<file path="config.mk">
export PLATFORM = sky130hd
export DESIGN_NAME = dist_seq_ctrl
export DESIGN_NICKNAME = d
export VERILOG_FILES = /design/src/rtl/dist_seq_ctrl.sv
export SDC_FILE = /design/constraint.sdc
export NUM_CORES = 1
export LEC_CHECK = 0
export ABC_CLOCK_PERIOD_IN_PS = 1700
export BUFFER_PORTS_ARGS = -buffer_cell sky130_fd_sc_hd__buf_2
export CORE_AREA = 5 5 73 75
export CTS_BUF_LIST = sky130_fd_sc_hd__clkbuf_2
export CTS_CLUSTER_DIAMETER = 80
export DETAILED_ROUTE_END_ITERATION = 6
export DIE_AREA = 0 0 78 80
export GPL_ROUTABILITY_DRIVEN = 1
export GPL_TIMING_DRIVEN = 0
export PLACE_DENSITY_LB_ADDON = 0.1
export SETUP_SLACK_MARGIN = 0.4
export SLEW_MARGIN = 40
export SYNTH_ARGS = -nofsm -noshare
export SYNTH_HDL_FRONTEND = slang
export SYNTH_SLANG_ARGS = --single-unit
</file>
<file path="constraint.sdc">
create_clock -name clk -period 1.7 [get_ports clk]
set_clock_uncertainty 0.05 [all_clocks]
set_input_delay 0.34 -clock clk [delete_from_list [all_inputs] [get_ports clk]]
set_output_delay 0.34 -clock clk [all_outputs]
set_load 0.03 [all_outputs]
</file>
<file path="src/rtl/dist_seq_ctrl.sv">
// -----------------------------------------------------------------------------
// dist_seq_ctrl
//
// Sequencer for the edge-count distribution datapath. It counts samples that
// the frame buffer accepts, kicks the distribution generator once the
// population is full (and again after every FRAME_SIZE fresh samples), waits
// for the generator to finish, then reads back NUM_BINS histogram bins and
// streams them downstream over a valid/ready handshake.
//
// Optional feature macro: TIMEOUT_EN
//   Defined   -> a watchdog bounds the CALC wait to TIMEOUT cycles and raises
//                the sticky timeout_err when it expires.
//   Undefined -> no watchdog is built, CALC waits forever, timeout_err = 0.
//
// Ports:
//   clk          system clock, rising edge
//   rst          asynchronous, active-high reset
//   enable       gates the start of new calculations (a running one finishes)
//   sample_stb   one-cycle pulse per sample accepted by the frame buffer
//   gen_start    one-cycle start pulse to the generator
//   gen_done     generator completion (level or pulse)
//   bin_rd       one-cycle bin read request to the generator
//   bin_idx      index of the bin being read / presented
//   bin_in       bin value returned RD_LAT cycles after bin_rd
//   m_valid      output bin valid
//   m_ready      downstream ready
//   m_data       output bin value
//   m_last       marks the final bin of a run
//   busy         high whenever the sequencer is not idle
//   frame_drop   one-cycle pulse when a trigger is lost to overrun
//   timeout_err  sticky generator watchdog error
// -----------------------------------------------------------------------------
module dist_seq_ctrl #(
    parameter int POPSIZE    = 100,
    parameter int FRAME_SIZE = 20,
    parameter int NUM_BINS   = 6,
    parameter int BIN_W      = $clog2(POPSIZE),
    parameter int RD_LAT     = 1,
    parameter int TIMEOUT    = 4096,
    localparam int IDX_W     = (NUM_BINS > 1) ? $clog2(NUM_BINS) : 1
) (
    input  logic             clk,
    input  logic             rst,
    input  logic             enable,
    input  logic             sample_stb,
    output logic             gen_start,
    input  logic             gen_done,
    output logic             bin_rd,
    output logic [IDX_W-1:0] bin_idx,
    input  logic [BIN_W-1:0] bin_in,
    output logic             m_valid,
    input  logic             m_ready,
    output logic [BIN_W-1:0] m_data,
    output logic             m_last,
    output logic             busy,
    output logic             frame_drop,
    output logic             timeout_err
);

    localparam int FILL_W = $clog2(POPSIZE + 1);
    localparam int NEW_W  = $clog2(FRAME_SIZE + 1);
    localparam int LAT_W  = $clog2(RD_LAT + 1);

    localparam logic [FILL_W-1:0] FILL_MAX = FILL_W'(POPSIZE);
    localparam logic [FILL_W-1:0] FILL_PRE = FILL_W'(POPSIZE - 1);
    localparam logic [NEW_W-1:0]  NEW_MAX  = NEW_W'(FRAME_SIZE);
    localparam logic [LAT_W-1:0]  LAT_LAST = LAT_W'(RD_LAT - 1);
    localparam logic [IDX_W-1:0]  IDX_LAST = IDX_W'(NUM_BINS - 1);

    // Reject parameter sets the read pipeline and watchdog cannot honour.
    if (RD_LAT < 1 || RD_LAT > 4 || TIMEOUT < 1) begin : g_param_check
        $error("dist_seq_ctrl: RD_LAT must be 1..4 and TIMEOUT at least 1");
    end

    typedef enum logic [2:0] {
        S_IDLE,
        S_START,
        S_CALC,
        S_RD,
        S_RWAIT,
        S_OUT
    } state_t;

    state_t            state;
    logic [FILL_W-1:0] fill_cnt;
    logic [NEW_W-1:0]  new_cnt;
    logic              primed;
    logic              ran_once;
    logic [LAT_W-1:0]  lat_cnt;
    logic              new_full;
    logic              trigger;

`ifdef TIMEOUT_EN
    localparam int                CALC_W    = $clog2(TIMEOUT + 1);
    localparam logic [CALC_W-1:0] CALC_LAST = CALC_W'(TIMEOUT - 1);
    logic [CALC_W-1:0] calc_cnt;
`endif

    // The very first run only needs a primed population; every later run
    // needs a full frame of fresh samples.
    always_comb begin
        new_full = (new_cnt == NEW_MAX);
        trigger  = enable && primed && (!ran_once || new_full);
    end

    // Sample bookkeeping runs in every state. new_cnt is only consumed when a
    // trigger is accepted in IDLE, so an overrun keeps it saturated and yields
    // exactly one trigger once the sequencer comes back to IDLE.
    always_ff @(posedge clk or posedge rst) begin
        if (rst) begin
            fill_cnt   <= '0;
            new_cnt    <= '0;
            primed     <= 1'b0;
            frame_drop <= 1'b0;
        end else begin
            frame_drop <= sample_stb && new_full && (state != S_IDLE);

            if (sample_stb && (fill_cnt != FILL_MAX)) begin
                fill_cnt <= fill_cnt + FILL_W'(1);
                if (fill_cnt == FILL_PRE) begin
                    primed <= 1'b1;
                end
            end

            if ((state == S_IDLE) && trigger) begin
                new_cnt <= sample_stb ? NEW_W'(1) : '0;
            end else if (sample_stb && !new_full) begin
                new_cnt <= new_cnt + NEW_W'(1);
            end
        end
    end

    // Main sequencer. All handshake outputs are registered alongside the
    // state so each is valid exactly while its state is active.
    always_ff @(posedge clk or posedge rst) begin
        if (rst) begin
            state     <= S_IDLE;
            ran_once  <= 1'b0;
            bin_idx   <= '0;
            lat_cnt   <= '0;
            m_data    <= '0;
            m_valid   <= 1'b0;
            m_last    <= 1'b0;
            gen_start <= 1'b0;
            bin_rd    <= 1'b0;
            busy      <= 1'b0;
`ifdef TIMEOUT_EN
            calc_cnt    <= '0;
            timeout_err <= 1'b0;
`endif
        end else begin
            gen_start <= 1'b0;
            bin_rd    <= 1'b0;

            case (state)
                S_IDLE: begin
                    if (trigger) begin
                        state     <= S_START;
                        gen_start <= 1'b1;
                        busy      <= 1'b1;
                        ran_once  <= 1'b1;
                    end
                end

                // gen_done is deliberately not looked at here: a level left
                // high from the previous run must not end this one.
                S_START: begin
                    state <= S_CALC;
`ifdef TIMEOUT_EN
                    calc_cnt <= '0;
`endif
                end

                S_CALC: begin
                    if (gen_done) begin
                        state   <= S_RD;
                        bin_idx <= '0;
                        bin_rd  <= 1'b1;
                    end
`ifdef TIMEOUT_EN
                    else if (calc_cnt == CALC_LAST) begin
                        state       <= S_IDLE;
                        busy        <= 1'b0;
                        m_valid     <= 1'b0;
                        timeout_err <= 1'b1;
                    end else begin
                        calc_cnt <= calc_cnt + CALC_W'(1);
                    end
`endif
                end

                S_RD: begin
                    state   <= S_RWAIT;
                    lat_cnt <= '0;
                end

                // The generator answers RD_LAT cycles after bin_rd; capture
                // on the last wait cycle.
                S_RWAIT: begin
                    if (lat_cnt == LAT_LAST) begin
                        state   <= S_OUT;
                        m_data  <= bin_in;
                        m_valid <= 1'b1;
                        m_last  <= (bin_idx == IDX_LAST);
                    end else begin
                        lat_cnt <= lat_cnt + LAT_W'(1);
                    end
                end

                S_OUT: begin
                    if (m_ready) begin
                        m_valid <= 1'b0;
                        m_last  <= 1'b0;
                        if (m_last) begin
                            state <= S_IDLE;
                            busy  <= 1'b0;
                        end else begin
                            state   <= S_RD;
                            bin_idx <= bin_idx + IDX_W'(1);
                            bin_rd  <= 1'b1;
                        end
                    end
                end

                default: begin
                    state <= S_IDLE;
                    busy  <= 1'b0;
                end
            endcase
        end
    end

`ifndef TIMEOUT_EN
    assign timeout_err = 1'b0;
`endif

endmodule

</file>
==> results.py <==
metrics = {
    "sta": {
        "fin_crit_sh_pct": 97.80,
        "layout_setup_ws_ns": 0.03739,
        "timing.final.max_slew_violations": 0,
        "fin_crit_ns": 1.663,
        "max_freq_mhz": 601.5,
        "setup_tns_ns": 0,
        "hold_viol": 0,
        "rsz0062_at_grt": "yes",
        "setup_viol": 0,
        "tightest_slew_ns": 0.5759,
        "max_slew_margin_pct": 61.56,
    },
    "global_route": {
        "grt_pass1_vias": 1343,
        "antenna_found_initial": 0,
        "grt_max_degree": 34,
        "grt_pass1_wl_um": 6237,
        "gr-total-overflow": 0,
        "grt_use_total_pct": 12.58,
    },
    "outcome": {
        "status": "complete, no violations",
    },
    "critical_path": {
        "critical_path.max_stage_delay_ns": 0.41,
        "critPathLaunchType": "flop",
        "path_cells": "buf_6, or3_4, or2_4, o2111a_1, a221oi_2",
        "cp_top_family": "simple AND/OR/NAND/NOR gates",
        "crit_path_end_kind": "flop",
        "slowest_stage": "dfrtp_1",
        "path_class": "reg -> reg",
        "r2r_setup_slack_ns": 0.04,
        "path_buf_inv": 1,
        "cp.arrival_ns": 1.93,
        "worstRegToRegCells": 5,
        "r2r-end": "new_cnt[0]",
        "cp_max_fo": 3,
        "required_ns": 1.97,
        "r2r-start": "state[0]",
    },
    "route": {
        "routed_via_density": 4.825,
        "drtPass1Iterations": 4,
        "ant_nets": 0,
        "totalWireLength_um": 3602,
        "wl_per_cell_um": 13.70,
        "drcViolationCount": 0,
        "drtIter0Drc": 79,
        "vias": 1269,
    },
    "place": {
        "placed_area_um2": 1779,
        "preCtsSetupSlack_ns": -0.1178,
        "place_congestion": 0.7287,
        "dpl.cell_count": 222,
        "post-dp-hpwl_um": 2218,
        "io_buffers": 28,
    },
    "synthesis": {
        "syn_area_um2": 1553,
        "synth_ff_type": "dfrtp_1",
        "ys_ff_latch": 33,
        "synth_seq_area_share_pct": 53.18,
        "synth_edf_count": 0,
        "syn_inst": 140,
        "synthesis.nets": 159,
        "synth_cell_types": 43,
        "syn_avg_cell_area_um2": 11.09,
        "yosysWarningCount": 0,
        "ys_async_sr_fraction_pct": 100.0,
    },
    "power_and_ir_drop": {
        "comb_power_share_pct": 52.7,
        "total_power_mw": 3.549,
        "p_sw_share_pct": 37.95,
        "ir_worst_vdd_mv": 0.7815,
        "powerDensity_nw_per_um2": 1520,
        "p_leak_nw": 1.156,
        "internal_power_mw": 2.203,
        "power.switching_mw": 1.347,
        "clockPowerShare_pct": 10.9,
        "power_frac_seq_pct": 36.5,
    },
    "clocking": {
        "cts_sinks": 33,
        "clk_pin_slew_ns": 0.19,
        "clockBufferDepth": 2,
        "htreeDepth": 2,
        "cts_tree": "done",
        "cts_buffers": 5,
        "clk_latency_ns": 0.38,
        "clockRootBuffer": "clkbuf_2",
    },
    "final_layout": {
        "instances_no_fill": 263,
        "area_growth_pct": 50.36,
        "nFillCells": 406,
        "register_area_um2": 833.3,
        "design_area_um2": 2335,
        "layout_common_cells": "buf_6 (27), dfrtp_1 (27), buf_4 (22), nand2_1 (13), buf_2 (12)",
        "n_antenna_cell": 0,
        "drive_above_1_share_pct": 52.63,
        "fin_nets": 227,
        "multi_input_area_um2": 759.5,
    },
    "floorplanning": {
        "io-pin-count": 30,
        "design.core.area_um2": 4598,
        "initial_core_util_pct": 33.77,
        "rows": 25,
        "die_h_um": 80,
        "die_w_um": 78,
        "dieArea_um2": 6240,
    },
    "min_path": {
        "holdCritPathClass": "in -> reg",
        "min-delay-start": "bin_in[3]",
        "hold_path_depth": 2,
        "hold_path_end": "m_data[3]",
    },
    "run": {
        "maxCapViolations": 0,
    },
}
==> worst max path at each step <==
| stage | slack [ns] | from | depth (start not counted) | endpoint |
|---|---|---|---|---|
| floorplan | 0.07 | state[0] | 5 | new_cnt[0] |
| global placement | -0.06 | state[2] | 4 | m_data[4] |
| detailed placement | -0.12 | state[2] | 4 | m_data[4] |
| CTS | -0.01 | state[0] | 5 | new_cnt[0] |
| global route | -0.04 | state[0] | 5 | new_cnt[0] |
| finish | 0.04 | state[0] | 5 | new_cnt[0] |
==> metrics by stage <==
step                utilization [%]  hold WS [ns]
finish                        50.78        0.1336
global route                  50.78       0.06710
CTS                           48.14        0.1058
detailed placement            38.69        0.4095
global placement              38.69        0.4037
floorplan                         -        0.3864
==> final cells by class <==
| class | count | area share (%) |
|---|---|---|
| flip-flops and latches | 33 | 35.69 |
| multi-input cells | 92 | 32.53 |
| repair buffers | 61 | 23.74 |
| well taps | 54 | 2.894 |
| plain buffers | 5 | 1.768 |
| inverters | 10 | 1.661 |
| clock buffers | 6 | 1.286 |
| clock inverters | 2 | 0.4287 |
==> state kept, by name, summed over array words and instances (netlist names) <==
name / cells
m_data: 7
ran_once: 1
new_cnt: 5
frame_drop: 1
busy: 1
m_last: 1
m_valid: 1
bin_rd: 1
primed: 1
state: 3
gen_start: 1
bin_idx: 3
fill_cnt: 7
==> power by group through the flow <==
stage / registers [mW] / clock network, mW / logic [mW]
after floorplan: 1.45 / 0 / 0.697
after global placement: 1.27 / 0 / 1.13
after detailed placement: 1.28 / 0 / 1.17
after CTS: 1.30 / 0.409 / 1.70
after global routing: 1.34 / 0.447 / 2.03
final: 1.29 / 0.386 / 1.87
==> cell usage after synthesis (all sizes together), types with 2 or more instances <==
cell type  number  area [um^2]
a21o            2        15.01
nor3            2        10.01
and3            2        13.77
dfrtp          33        825.8
or3             2        17.52
o21ai           6        30.03
xnor2           4        35.03
nor2            8        32.54
a21oi           9        56.31
xor2            2        17.52
inv            10        37.54
clkbuf          2        7.510
buf             3        23.77
nand2b          2        12.51
nand4           3        18.77
nand2          15        56.30
a31oi           3        18.77
ha              6        75.07
mux2            8        90.09
==> logic make-up after synthesis <==
| group | synth area share, % |
|---|---|
| xor gates and xnor gates | 3.384 |
| DFF | 53.18 |
| buffers and inverters | 4.432 |
| adders and majority gates | 4.835 |
| AOI/OAI and AO/OA | 12.89 |
| other | 0.2415 |
| and+or+nand+nor | 15.23 |
| muxes | 5.802 |
==> layer usage <==
metal	wire [um]	track usage, %	share of wire, %	vias to the layer above
li1	-	-	-	627
met1	1612	15.23	45	602
met2	1724	20.45	48	33
met3	212	5.079	5.9	7
met4	52	3.885	1.4	0
met5	0	0	0	-
==> what timing repair did <==
| item | in CTS | in global routing |
|---|---|---|
| buffers inserted | 20 | 11 |
| endpoints found under the hold margin | 9 | 0 |
| gates resized for setup | 66 | 5 |
| pin swaps | 11 | 10 |
| cloned | 0 | 1 |
| setup endpoints to repair | 42 | 45 |
| hold buffers | 1 | 0 |
(Power assumes the default switching activity.)
